<file path="src/rtl/multicycle_ctrl_if.sv">
// Purpose: bundles the signals between the multi-cycle control FSM and the
//          RV32I datapath (instruction fields, ALU flags, memory handshake in;
//          datapath enables and mux selects out).
// Modports:
//   master - the controller: samples instruction/flag/memory status, drives controls
//   slave  - the datapath: drives instruction/flag/memory status, samples controls
// Memory handshake: the controller holds AdrSrc (and MemWrite for stores)
// steady while an access is outstanding; mem_ready high in a cycle means the
// shared memory port completes that access in that same cycle, and the
// controller advances on that edge. There is no separate request strobe.
interface multicycle_ctrl_if #(
  parameter int ALUCTRL_W = 3,
  parameter int OP_W      = 7
);
  // datapath -> controller
  logic [OP_W-1:0]      op;
  logic [2:0]           funct3;
  logic                 funct7b5;
  logic                 Zero;
  logic                 signedLess;
  logic                 unsignedLess;
  logic                 mem_ready;
  // controller -> datapath
  logic                 PCWrite;
  logic                 AdrSrc;
  logic                 IRWrite;
  logic                 MemWrite;
  logic                 RegWrite;
  logic [1:0]           ALUSrcA;
  logic [1:0]           ALUSrcB;
  logic [1:0]           ResultSrc;
  logic [ALUCTRL_W-1:0] ALUControl;
  logic                 instr_done;
  logic                 illegal;

  modport master (
    input  op, funct3, funct7b5, Zero, signedLess, unsignedLess, mem_ready,
    output PCWrite, AdrSrc, IRWrite, MemWrite, RegWrite,
           ALUSrcA, ALUSrcB, ResultSrc, ALUControl, instr_done, illegal
  );

  modport slave (
    output op, funct3, funct7b5, Zero, signedLess, unsignedLess, mem_ready,
    input  PCWrite, AdrSrc, IRWrite, MemWrite, RegWrite,
           ALUSrcA, ALUSrcB, ResultSrc, ALUControl, instr_done, illegal
  );
endinterface

</file>
<file path="src/rtl/multicycle_ctrl.sv">
// Purpose: main control FSM of the multi-cycle RV32I datapath. Sequences
//          fetch / decode / execute / memory / writeback over one shared memory
//          port, one ALU and the register file.
// Ports:
//   clk          - rising-edge clock
//   rst          - synchronous reset, active-high; forces all write enables low
//                  in the cycle it is high and returns the FSM to FETCH
//   cbus         - multicycle_ctrl_if.master (instruction fields, flags,
//                  mem_ready in; enables, selects, ALUControl, pulses out)
//   dbg_state_o  - current FSM state encoding, for observation only
module multicycle_ctrl #(
  parameter int ALUCTRL_W = 3,
  parameter int OP_W      = 7
) (
  input  logic              clk,
  input  logic              rst,
  multicycle_ctrl_if.master cbus,
  output logic [3:0]        dbg_state_o
);

  typedef enum logic [3:0] {
    S_FETCH    = 4'd0,
    S_DECODE   = 4'd1,
    S_MEMADR   = 4'd2,
    S_MEMREAD  = 4'd3,
    S_MEMWB    = 4'd4,
    S_MEMWRITE = 4'd5,
    S_EXECR    = 4'd6,
    S_EXECI    = 4'd7,
    S_ALUWB    = 4'd8,
    S_BRANCH   = 4'd9,
    S_JAL      = 4'd10,
    S_JALR     = 4'd11,
    S_LUI      = 4'd12,
    S_ILLEGAL  = 4'd13
  } state_t;

  localparam logic [OP_W-1:0] OP_LOAD  = OP_W'(7'b0000011);
  localparam logic [OP_W-1:0] OP_STORE = OP_W'(7'b0100011);
  localparam logic [OP_W-1:0] OP_R     = OP_W'(7'b0110011);
  localparam logic [OP_W-1:0] OP_I     = OP_W'(7'b0010011);
  localparam logic [OP_W-1:0] OP_BR    = OP_W'(7'b1100011);
  localparam logic [OP_W-1:0] OP_JAL   = OP_W'(7'b1101111);
  localparam logic [OP_W-1:0] OP_JALR  = OP_W'(7'b1100111);
  localparam logic [OP_W-1:0] OP_LUI   = OP_W'(7'b0110111);

  localparam logic [ALUCTRL_W-1:0] ALU_ADD = ALUCTRL_W'(0);
  localparam logic [ALUCTRL_W-1:0] ALU_SUB = ALUCTRL_W'(1);
  localparam logic [ALUCTRL_W-1:0] ALU_AND = ALUCTRL_W'(2);
  localparam logic [ALUCTRL_W-1:0] ALU_OR  = ALUCTRL_W'(3);
  localparam logic [ALUCTRL_W-1:0] ALU_XOR = ALUCTRL_W'(4);
  localparam logic [ALUCTRL_W-1:0] ALU_SLT = ALUCTRL_W'(5);

  state_t state_q, state_d;

  // ungated output values; enables are masked with rst below
  logic                 pcw, adr, irw, mw, rw, done, ill;
  logic [1:0]           src_a, src_b, res_src;
  logic [ALUCTRL_W-1:0] alu;

  // state register
  always_ff @(posedge clk) begin
    if (rst) state_q <= S_FETCH;
    else     state_q <= state_d;
  end

  // next-state logic
  always_comb begin
    state_d = state_q;
    case (state_q)
      S_FETCH:    if (cbus.mem_ready) state_d = S_DECODE;
      S_DECODE: begin
        case (cbus.op)
          OP_LOAD, OP_STORE: state_d = S_MEMADR;
          OP_R:              state_d = S_EXECR;
          OP_I:              state_d = S_EXECI;
          OP_BR:             state_d = S_BRANCH;
          OP_JAL:            state_d = S_JAL;
          OP_JALR:           state_d = S_JALR;
          OP_LUI:            state_d = S_LUI;
          default:           state_d = S_ILLEGAL;
        endcase
      end
      S_MEMADR:   state_d = (cbus.op == OP_LOAD) ? S_MEMREAD : S_MEMWRITE;
      S_MEMREAD:  if (cbus.mem_ready) state_d = S_MEMWB;
      S_MEMWB:    state_d = S_FETCH;
      S_MEMWRITE: if (cbus.mem_ready) state_d = S_FETCH;
      S_EXECR,
      S_EXECI:    state_d = S_ALUWB;
      S_ALUWB:    state_d = S_FETCH;
      S_BRANCH:   state_d = S_FETCH;
      S_JAL,
      S_JALR,
      S_LUI:      state_d = S_ALUWB;
      S_ILLEGAL:  state_d = S_FETCH;
      default:    state_d = S_FETCH;
    endcase
  end

  // output logic
  always_comb begin
    pcw     = 1'b0;
    adr     = 1'b0;
    irw     = 1'b0;
    mw      = 1'b0;
    rw      = 1'b0;
    done    = 1'b0;
    ill     = 1'b0;
    src_a   = 2'b00;
    src_b   = 2'b00;
    res_src = 2'b00;
    alu     = ALU_ADD;
    case (state_q)
      S_FETCH: begin
        // PC <- PC+4 straight from the ALU, loaded together with the IR
        src_b   = 2'b10;
        res_src = 2'b10;
        irw     = cbus.mem_ready;
        pcw     = cbus.mem_ready;
      end
      S_DECODE: begin
        // OldPC + imm computed speculatively: branch/JAL target lands in ALUOut
        src_a = 2'b01;
        src_b = 2'b01;
      end
      S_MEMADR: begin
        src_a = 2'b10;
        src_b = 2'b01;
      end
      S_MEMREAD: adr = 1'b1;
      S_MEMWB: begin
        res_src = 2'b01;
        rw      = 1'b1;
        done    = 1'b1;
      end
      S_MEMWRITE: begin
        adr  = 1'b1;
        mw   = 1'b1;
        done = cbus.mem_ready;
      end
      S_EXECR, S_EXECI: begin
        src_a = 2'b10;
        src_b = (state_q == S_EXECI) ? 2'b01 : 2'b00;
        // shifts and sltu fall back to add rather than trapping
        case (cbus.funct3)
          3'b000:  alu = (state_q == S_EXECR && cbus.funct7b5) ? ALU_SUB : ALU_ADD;
          3'b010:  alu = ALU_SLT;
          3'b100:  alu = ALU_XOR;
          3'b110:  alu = ALU_OR;
          3'b111:  alu = ALU_AND;
          default: alu = ALU_ADD;
        endcase
      end
      S_ALUWB: begin
        rw   = 1'b1;
        done = 1'b1;
      end
      S_BRANCH: begin
        // compare rs1-rs2 while ResultSrc=00 presents the target from ALUOut
        src_a = 2'b10;
        alu   = ALU_SUB;
        done  = 1'b1;
        case (cbus.funct3)
          3'b000:  pcw = cbus.Zero;
          3'b001:  pcw = ~cbus.Zero;
          3'b100:  pcw = cbus.signedLess;
          3'b101:  pcw = ~cbus.signedLess;
          3'b110:  pcw = cbus.unsignedLess;
          3'b111:  pcw = ~cbus.unsignedLess;
          default: pcw = 1'b0;
        endcase
      end
      S_JAL: begin
        // PC <- target in ALUOut; ALU meanwhile forms OldPC+4 for the link
        src_a = 2'b01;
        src_b = 2'b10;
        pcw   = 1'b1;
      end
      S_JALR: begin
        src_a   = 2'b10;
        src_b   = 2'b01;
        res_src = 2'b10;
        pcw     = 1'b1;
      end
      S_LUI: begin
        // operand A forced to zero so the ALU passes ImmExt through
        src_a = 2'b11;
        src_b = 2'b01;
      end
      S_ILLEGAL: ill = 1'b1;
      default: ;
    endcase
  end

  assign cbus.PCWrite    = pcw  & ~rst;
  assign cbus.IRWrite    = irw  & ~rst;
  assign cbus.MemWrite   = mw   & ~rst;
  assign cbus.RegWrite   = rw   & ~rst;
  assign cbus.instr_done = done & ~rst;
  assign cbus.illegal    = ill  & ~rst;
  assign cbus.AdrSrc     = adr;
  assign cbus.ALUSrcA    = src_a;
  assign cbus.ALUSrcB    = src_b;
  assign cbus.ResultSrc  = res_src;
  assign cbus.ALUControl = alu;

  assign dbg_state_o = state_q;

endmodule

</file>
<file path="src/flat_wrapper.sv">
// flat-port wrapper written by rule: the top's interface ports become plain ports
module multicycle_ctrl_flat 
#(
  parameter int ALUCTRL_W = 3,
  parameter int OP_W      = 7
)
  (clk, rst, dbg_state_o, cbus_op, cbus_funct3, cbus_funct7b5, cbus_Zero, cbus_signedLess, cbus_unsignedLess, cbus_mem_ready, cbus_PCWrite, cbus_AdrSrc, cbus_IRWrite, cbus_MemWrite, cbus_RegWrite, cbus_ALUSrcA, cbus_ALUSrcB, cbus_ResultSrc, cbus_ALUControl, cbus_instr_done, cbus_illegal);
  multicycle_ctrl_if #(.ALUCTRL_W(ALUCTRL_W), .OP_W(OP_W)) cbus_i ();
  input  logic clk;
  input  logic rst;
  output logic [3:0] dbg_state_o;
  input wire logic [$bits(cbus_i.op)-1:0] cbus_op;
  input wire logic [$bits(cbus_i.funct3)-1:0] cbus_funct3;
  input wire logic [$bits(cbus_i.funct7b5)-1:0] cbus_funct7b5;
  input wire logic [$bits(cbus_i.Zero)-1:0] cbus_Zero;
  input wire logic [$bits(cbus_i.signedLess)-1:0] cbus_signedLess;
  input wire logic [$bits(cbus_i.unsignedLess)-1:0] cbus_unsignedLess;
  input wire logic [$bits(cbus_i.mem_ready)-1:0] cbus_mem_ready;
  output wire logic [$bits(cbus_i.PCWrite)-1:0] cbus_PCWrite;
  output wire logic [$bits(cbus_i.AdrSrc)-1:0] cbus_AdrSrc;
  output wire logic [$bits(cbus_i.IRWrite)-1:0] cbus_IRWrite;
  output wire logic [$bits(cbus_i.MemWrite)-1:0] cbus_MemWrite;
  output wire logic [$bits(cbus_i.RegWrite)-1:0] cbus_RegWrite;
  output wire logic [$bits(cbus_i.ALUSrcA)-1:0] cbus_ALUSrcA;
  output wire logic [$bits(cbus_i.ALUSrcB)-1:0] cbus_ALUSrcB;
  output wire logic [$bits(cbus_i.ResultSrc)-1:0] cbus_ResultSrc;
  output wire logic [$bits(cbus_i.ALUControl)-1:0] cbus_ALUControl;
  output wire logic [$bits(cbus_i.instr_done)-1:0] cbus_instr_done;
  output wire logic [$bits(cbus_i.illegal)-1:0] cbus_illegal;
  assign cbus_i.op = cbus_op;
  assign cbus_i.funct3 = cbus_funct3;
  assign cbus_i.funct7b5 = cbus_funct7b5;
  assign cbus_i.Zero = cbus_Zero;
  assign cbus_i.signedLess = cbus_signedLess;
  assign cbus_i.unsignedLess = cbus_unsignedLess;
  assign cbus_i.mem_ready = cbus_mem_ready;
  assign cbus_PCWrite = cbus_i.PCWrite;
  assign cbus_AdrSrc = cbus_i.AdrSrc;
  assign cbus_IRWrite = cbus_i.IRWrite;
  assign cbus_MemWrite = cbus_i.MemWrite;
  assign cbus_RegWrite = cbus_i.RegWrite;
  assign cbus_ALUSrcA = cbus_i.ALUSrcA;
  assign cbus_ALUSrcB = cbus_i.ALUSrcB;
  assign cbus_ResultSrc = cbus_i.ResultSrc;
  assign cbus_ALUControl = cbus_i.ALUControl;
  assign cbus_instr_done = cbus_i.instr_done;
  assign cbus_illegal = cbus_i.illegal;
  multicycle_ctrl #(.ALUCTRL_W(ALUCTRL_W), .OP_W(OP_W)) u_core (.clk(clk), .rst(rst), .cbus(cbus_i), .dbg_state_o(dbg_state_o));
endmodule
</file>
<file path="config.mk">
export PLATFORM = sky130hd
export DESIGN_NAME = multicycle_ctrl_flat
export DESIGN_NICKNAME = d
export VERILOG_FILES = /design/src/rtl/multicycle_ctrl_if.sv /design/src/rtl/multicycle_ctrl.sv /design/src/flat_wrapper.sv
export SDC_FILE = /design/constraint.sdc
export NUM_CORES = 1
export LEC_CHECK = 0
export CORE_UTILIZATION = 35
export DETAILED_ROUTE_END_ITERATION = 10
export MAX_ROUTING_LAYER = met4
export PLACE_DENSITY = 0.73
export SYNTH_ARGS = -nofsm -noshare
export SYNTH_HDL_FRONTEND = slang
export SYNTH_SLANG_ARGS = --single-unit
</file>
<file path="constraint.sdc">
create_clock -name clk -period 3.15 [get_ports clk]
set_input_delay 0.7875 -clock clk [delete_from_list [all_inputs] [get_ports clk]]
set_output_delay 0.7875 -clock clk [all_outputs]
set_load 0.01 [all_outputs]
</file>
==> metrics.md, run 1 <==
| Metric | Value |
|---|---|
| GRT Max-Usage Layer | `met2` |
| I/O Buffers | `36` |
| CP endpoint kind | `output port` |
| Core area | `0.00180 mm²` |
| Async S/R FF share, synth | `0` |
| Largest register FFs | `4` |
| Worst skew pair latency | `0.24 ns` |
| Ys Warns | `0` |
| # setup viols final | `0` |
| WP data required | `2.36 ns` |
| Crit path top cell by count | `clkdlybuf4s50_1` |
| Synth area leaders | `dfxtp_1 11%, o21ai_0 7.2%, nor3_1 6.5%` |
| CP delay by family, top | `buffers and inverters` |
| Worst-case clock buffer depth | `2` |
| Routed vias | `908` |
| Largest net degree at the start of global routing | `25` |
| DR vias/cell | `5.40` |
| Unique cell type count in the Yosys netlist | `41` |
| Initial Util | `0.387` |
| Routability cong. | `0.847` |
| Setup ws final | `0.133 ns` |
| Tot GR Track Use | `0.202` |
| CTS tree | `built` |
| Final-report hold violation count | `0` |
| Worst path cell trace | `clkdlybuf4s50_1, buf_4, xnor2_1, nor3_1, clkdlybuf4s50_1` |
| Initial drt markers | `12` |
| Synthesized area | `697 µm²` |
| Synthesized instance count | `104` |
| H-tree levels | `1` |
| CTS Root Cell | `clkbuf_4` |
| CTS clk-pin slew, worst paths | `0.04 ns` |
| FMAX | `331 MHz` |
| VDD IR max | `0.178 mV` |
| Transition time of the tightest slew-check pin | `0.727 ns` |
| Post-synth top area cell | `dfxtp_1` |
| Critical setup path kind | `input pin to output port` |
| Diodes inserted | `0` |
| Final min period | `3.02 ns` |
| Sink Count | `4` |
| Drt first pass iters | `4` |
| Final wirelength | `2.02 mm` |
| Fin Clk Skew | `0.00457 ns` |
| Area grow syn2layout | `61.0%` |
| Final slew viol count | `0` |
| Die Span X | `46.6 µm` |
| Ports | `37` |
| Inst Count DP | `165` |
| Run status | `completed` |
| Master of the slowest instance on the critical path | `clkdlybuf4s50_1` |
| Worst path max stage delay | `0.57 ns` |
| Sequential element share of the synthesized area | `0.115` |
| Setup WS pre-CTS | `-0.116 ns` |
| Max-cap violations | `0` |
| Hpwl dp | `1.54 mm` |
| Nets | `162` |
| Worst hold path class | `register to register` |
| Residual antenna-violating net count after detailed routing | `0` |
| Std-Cell Rows | `15` |
| Worst EP arrival | `2.23 ns` |
| WHS | `0.811 ns` |
| RSZ-0062 raised after global routing | `no` |
| Global-route met3 utilization | `0.0353` |
| Synth top area share | `0.115` |
| Post-CTS setup buffers | `0` |
| Number of buffers created by CTS | `3` |
| Die Span Y | `46.6 µm` |
| Vias in the first global route | `727` |
| Crit share post-route | `0.958` |
| Critical path fanouts, max | `3` |
| Die Area | `0.00217 mm²` |
| Initial antenna violation count | `0` |
| WL per Instance | `12.0 µm` |
| Pwr dens | `248 mW/mm²` |
| First-pass GRT wire length | `3.07 mm` |
| Buf/Inv on CP | `3` |
| Avg Inst Size Synth | `6.70 µm²` |
| # DRC | `0` |
| Post-Layout Cell Count | `168` |
| Worst setup SP type | `input pin` |
| Layout cells sized above 1 | `0.112` |
| Net count after synthesis | `121` |
| Yosys reg bits | `4` |
| Max-slew headroom | `0.515` |
| Grt ovf | `0` |
| Post-synth EDFFs | `0` |
| Met1 Track Usage GR | `0.255` |
| Grt met2 use | `0.306` |
| P_leak | `0.422 nW` |
| Most common flop cell mapped by yosys | `dfxtp_1` |
[logic make-up after synthesis]
group / share of synthesized area
xor+xnor: 0.0377
flops: 0.115
buf+inv: 0.0969
compound gates: 0.289
mux: 0.0144
simple gates: 0.447
[worst paths after layout]
kind	end	startpoint	depth (start not counted)	slack (ns)
max	cbus_ALUControl[2]	cbus_funct3[2]	5	0.13
min	u_core.dbg_state_o[3]	u_core.dbg_state_o[1]	3	0.81
max reg2reg	u_core.dbg_state_o[2]	u_core.dbg_state_o[2]	4	1.47
min reg2reg	u_core.dbg_state_o[3]	u_core.dbg_state_o[1]	3	0.81
[what timing repair did]
item                       in CTS  in global routing
hold buffers                    0                  0
gates resized for setup         2                  1
gates cloned                    0                  0
setup endpoints to repair       2                  1
pin swaps                       0                  0
[placed cells by master (no fill, tap or decap), types with 2 or more instances in the layout]
master            n
nand3b_1          3
nor3b_2           2
xnor2_1           2
nand3_1           3
clkbuf_4          3
a211oi_1          2
o21ai_0          10
nand2b_1          3
dfxtp_1           4
inv_1             3
nand2_1           7
buf_4             9
nor2b_1           5
clkdlybuf4s50_1  33
dlygate4sd2_1     2
o21ai_1           2
a21oi_1           6
a31oi_1           2
nor3_1            9
nor2_1            8
or3_1             3
[cells in the mapped netlist (all sizes together) (2+ instances only)]
cell type  instances
nand2              7
inv                3
a21oi              7
buf                8
nand3              3
xnor2              2
nor3               9
dfxtp              4
nand3b             3
nor2b              5
nor3b              3
a211oi             2
nor2               8
o21ai             12
nand2b             4
a31oi              2
or3                3
[metal layers]
| layer | vias up | wire length [µm] |
|---|---|---|
| met4 | 0 | 39 |
| met2 | 24 | 1010 |
| li1 | 469 | - |
| met5 | - | 0 |
| met1 | 411 | 903 |
| met3 | 4 | 62 |
[stage by stage]
| step | total power [mW] | cell area [µm²] | utilization | TNS [ns] |
|---|---|---|---|---|
| floorplan | 0.141 | 697 | - | 0 |
| finish | 0.279 | 1120 | 0.623 | 0 |
| global placement | 0.216 | 1100 | 0.610 | -0.104 |
| global route | 0.299 | 1120 | 0.623 | 0 |
| CTS | 0.282 | 1120 | 0.622 | 0 |
| detailed placement | 0.218 | 1100 | 0.610 | -0.182 |
[where the power goes]
group / internal (mW) / switching (mW) / total (mW)
Clock: 0.0425 / 0.0205 / 0.0630
Combinational: 0.0866 / 0.0583 / 0.145
Sequential: 0.0543 / 0.0166 / 0.0710
[layout make-up]
cell class                 instances  area (µm²)
timing repair buffer              45         428
clock buffer                       3        22.5
fill                             186         679
inverter                           3        11.3
multi-input combinational         88         549
sequential                         4        80.1
tap                               25        31.3
[worst min-delay path: stages (launching register included)]
cell,delay [ns]
dfxtp_1,0.29
buf_4,0.20
nand3b_1,0.17
a31oi_1,0.10
Power figures use the tool's default switching activity.
==> inputs of run 2 (changes only) <==
--- a/config.mk
+++ b/config.mk
@@ -12,3 +12,4 @@
 export SYNTH_ARGS = -nofsm -noshare
 export SYNTH_HDL_FRONTEND = slang
 export SYNTH_SLANG_ARGS = --single-unit
+export TNS_END_PERCENT = 30
==> results of run 2 <==
Same layout as run 1: the final DEF is identical, and so are final timing and power.
==> inputs of run 3 (changes only) <==
--- a/config.mk
+++ b/config.mk
@@ -5,10 +5,12 @@
 export SDC_FILE = /design/constraint.sdc
 export NUM_CORES = 1
 export LEC_CHECK = 0
+export CAP_MARGIN = 20
 export CORE_UTILIZATION = 35
 export DETAILED_ROUTE_END_ITERATION = 10
 export MAX_ROUTING_LAYER = met4
 export PLACE_DENSITY = 0.73
+export SETUP_SLACK_MARGIN = 0.15
 export SYNTH_ARGS = -nofsm -noshare
 export SYNTH_HDL_FRONTEND = slang
 export SYNTH_SLANG_ARGS = --single-unit
==> run 3 against run 2 <==
Setup slack improved by 0.035 ns. Critical endpoint is now cbus_RegWrite. Hold slack lost 0.060 ns. Sequential power barely moved. Final cell count is the same. Largest cell class unchanged. Utilization shrank 0.21 points.
==> metrics.md, run 3 (synthesized netlist as in run 1, its figures left out) <==
| Metric | Value |
|---|---|
| Transition time of the tightest slew-check pin | `0.727 ns (+0.000981 ns)` |
| CTS tree | `built` |
| Worst hold path class | `register to register` |
| Max-cap violations | `0 (unchanged)` |
| DR vias/cell | `5.39 (-0.33%)` |
| Initial antenna violation count | `0 (unchanged)` |
| Drt first pass iters | `4 (unchanged)` |
| Die Span X | `46.6 µm (unchanged)` |
| Layout cells sized above 1 | `0.119 (+0.00699)` |
| Critical path fanouts, max | `9 (+6)` |
| Vias in the first global route | `727 (unchanged)` |
| Tot GR Track Use | `0.202 (unchanged)` |
| I/O Buffers | `36 (unchanged)` |
| Residual antenna-violating net count after detailed routing | `0 (unchanged)` |
| Routed vias | `905 (-0.33%)` |
| Final min period | `2.98 ns (-0.0354 ns)` |
| Final wirelength | `2.02 mm (+0.35%)` |
| Number of buffers created by CTS | `3 (unchanged)` |
| Final slew viol count | `0 (unchanged)` |
| Ports | `37 (unchanged)` |
| Crit share post-route | `0.947 (-0.0112)` |
| Fill cells | `188 (+1.1%)` |
| Pwr dens | `249 mW/mm² (+0.35%)` |
| Hold Buf Count CTS | `0 (unchanged)` |
| Nets | `162 (unchanged)` |
| Worst-case clock buffer depth | `2 (unchanged)` |
| Diodes inserted | `0 (unchanged)` |
| Routability cong. | `0.847 (unchanged)` |
| Most frequent cells in the layout | `32 x clkdlybuf4s50_1, 10 x o21ai_0, 9 x nor3_1, 9 x buf_4, 8 x nor2_1` |
| Worst setup SP type | `input pin` |
| FMAX | `335 MHz (+1.2%)` |
| Initial Util | `0.387 (unchanged)` |
| WL per Instance | `12.0 µm (+0.35%)` |
| Max-slew headroom | `0.514 (-0.000655)` |
| WP data required | `2.36 ns (about the same)` |
| Met1 WL | `912 µm (+1.0%)` |
| Setup ws final | `0.168 ns (+0.0354 ns)` |
| Register Area | `81.3 µm² (+1.6%)` |
| First-pass GRT wire length | `3.07 mm (unchanged)` |
| Die Area | `0.00217 mm² (unchanged)` |
| Final design utilization | `0.621 (-0.00208)` |
| Initial drt markers | `12 (unchanged)` |
| Fin Clk Skew | `0.00457 ns (-0.0000000300 ns)` |
| CTS clk-pin slew, worst paths | `0.04 ns (about the same)` |
| Run status | `completed` |
| Routed met3 length | `66 µm (+6.5%)` |
| Post-Layout Cell Count | `168 (unchanged)` |
| WL met2 | `1.01 mm (-0.59%)` |
| Multi-input logic area | `549 µm² (unchanged)` |
| Worst path cell trace | `clkdlybuf4s50_1, buf_4, nor4_1, clkdlybuf4s50_1` |
| Grt ovf | `0 (unchanged)` |
| Crit path top cell by count | `clkdlybuf4s50_1` |
| Post-CTS setup buffers | `0 (unchanged)` |
| Area grow syn2layout | `60.5%` |
| Leading cell type in the layout, fill and taps excluded | `clkdlybuf4s50_1` |
| H-tree levels | `1 (unchanged)` |
| CP endpoint kind | `output port` |
| CTS Root Cell | `clkbuf_4` |
| Inst Count DP | `165 (unchanged)` |
| Master of the slowest instance on the critical path | `clkdlybuf4s50_1` |
| RSZ-0062 raised after global routing | `yes` |
| P_leak | `0.413 nW (-2.0%)` |
| # DRC | `0 (unchanged)` |
| Final-report hold violation count | `0 (unchanged)` |
| Largest net degree at the start of global routing | `25 (unchanged)` |
| Worst path max stage delay | `0.59 ns (+0.02 ns)` |
| Pwr Total | `0.279 mW (about the same)` |
| Core area | `0.00180 mm² (unchanged)` |
| Largest register FFs | `4 (unchanged)` |
| Worst skew pair latency | `0.24 ns (about the same)` |
| # setup viols final | `0 (unchanged)` |
| VDD IR max | `0.178 mV (about the same)` |
| Fin Setup TNS | `0 ns (unchanged)` |
| Hpwl dp | `1.54 mm (unchanged)` |
| Std-Cell Rows | `15 (unchanged)` |
| Worst EP arrival | `2.19 ns (-0.04 ns)` |
| Sink Count | `4 (unchanged)` |
| Highest routed layer | `met4` |
| Setup WS pre-CTS | `-0.116 ns (unchanged)` |
| Critical setup path kind | `input pin to output port` |
| Die Span Y | `46.6 µm (unchanged)` |
==> run 3: metal layers <==
metal	vias to the layer above	global-route usage
met5	-	-
met4	0	0.103
met3	4	0.0353
met2	24	0.306
met1	408	0.255
li1	469	-
==> run 3: through the flow <==
step,cell area (µm²),hold slack (ns)
final,1120,0.751
after global routing,1120,0.818
after CTS,1120,0.817
after detailed placement,1100,0.816
after global placement,1100,0.808
after floorplan,697,0.641
==> run 3: power breakdown <==
group          internal (mW)  total (mW)  switching [mW]
registers             0.0545      0.0711          0.0166
clock network         0.0425      0.0630          0.0205
logic                 0.0865       0.145          0.0583
total                  0.184       0.279          0.0954
==> run 3: what timing repair did <==
action,in CTS,in global routing
hold endpoints to repair,0,0
setup endpoints to repair,4,4
resized for setup,4,1
==> run 3: path summary, 6_finish.rpt <==
check	to	slack (ns)	depth (start not counted)	start
setup / recovery	cbus_RegWrite	0.17	4	rst
hold / removal	u_core.dbg_state_o[3]	0.75	2	u_core.dbg_state_o[2]
setup reg to reg	u_core.dbg_state_o[0]	1.49	4	u_core.dbg_state_o[3]
hold reg to reg	u_core.dbg_state_o[3]	0.75	2	u_core.dbg_state_o[2]
==> run 3: critical path: cells and delay by family <==
kind	cells	cell delay [ns]
buf+inv	3	1.19
simple gates	1	0.22
==> run 3: final cells by class <==
class / count / area share
flip-flops and latches: 4 / 0.0727
inverters: 3 / 0.0101
multi-input cells: 88 / 0.491
clock buffers: 3 / 0.0201
well taps: 25 / 0.0280
repair buffers: 45 / 0.378
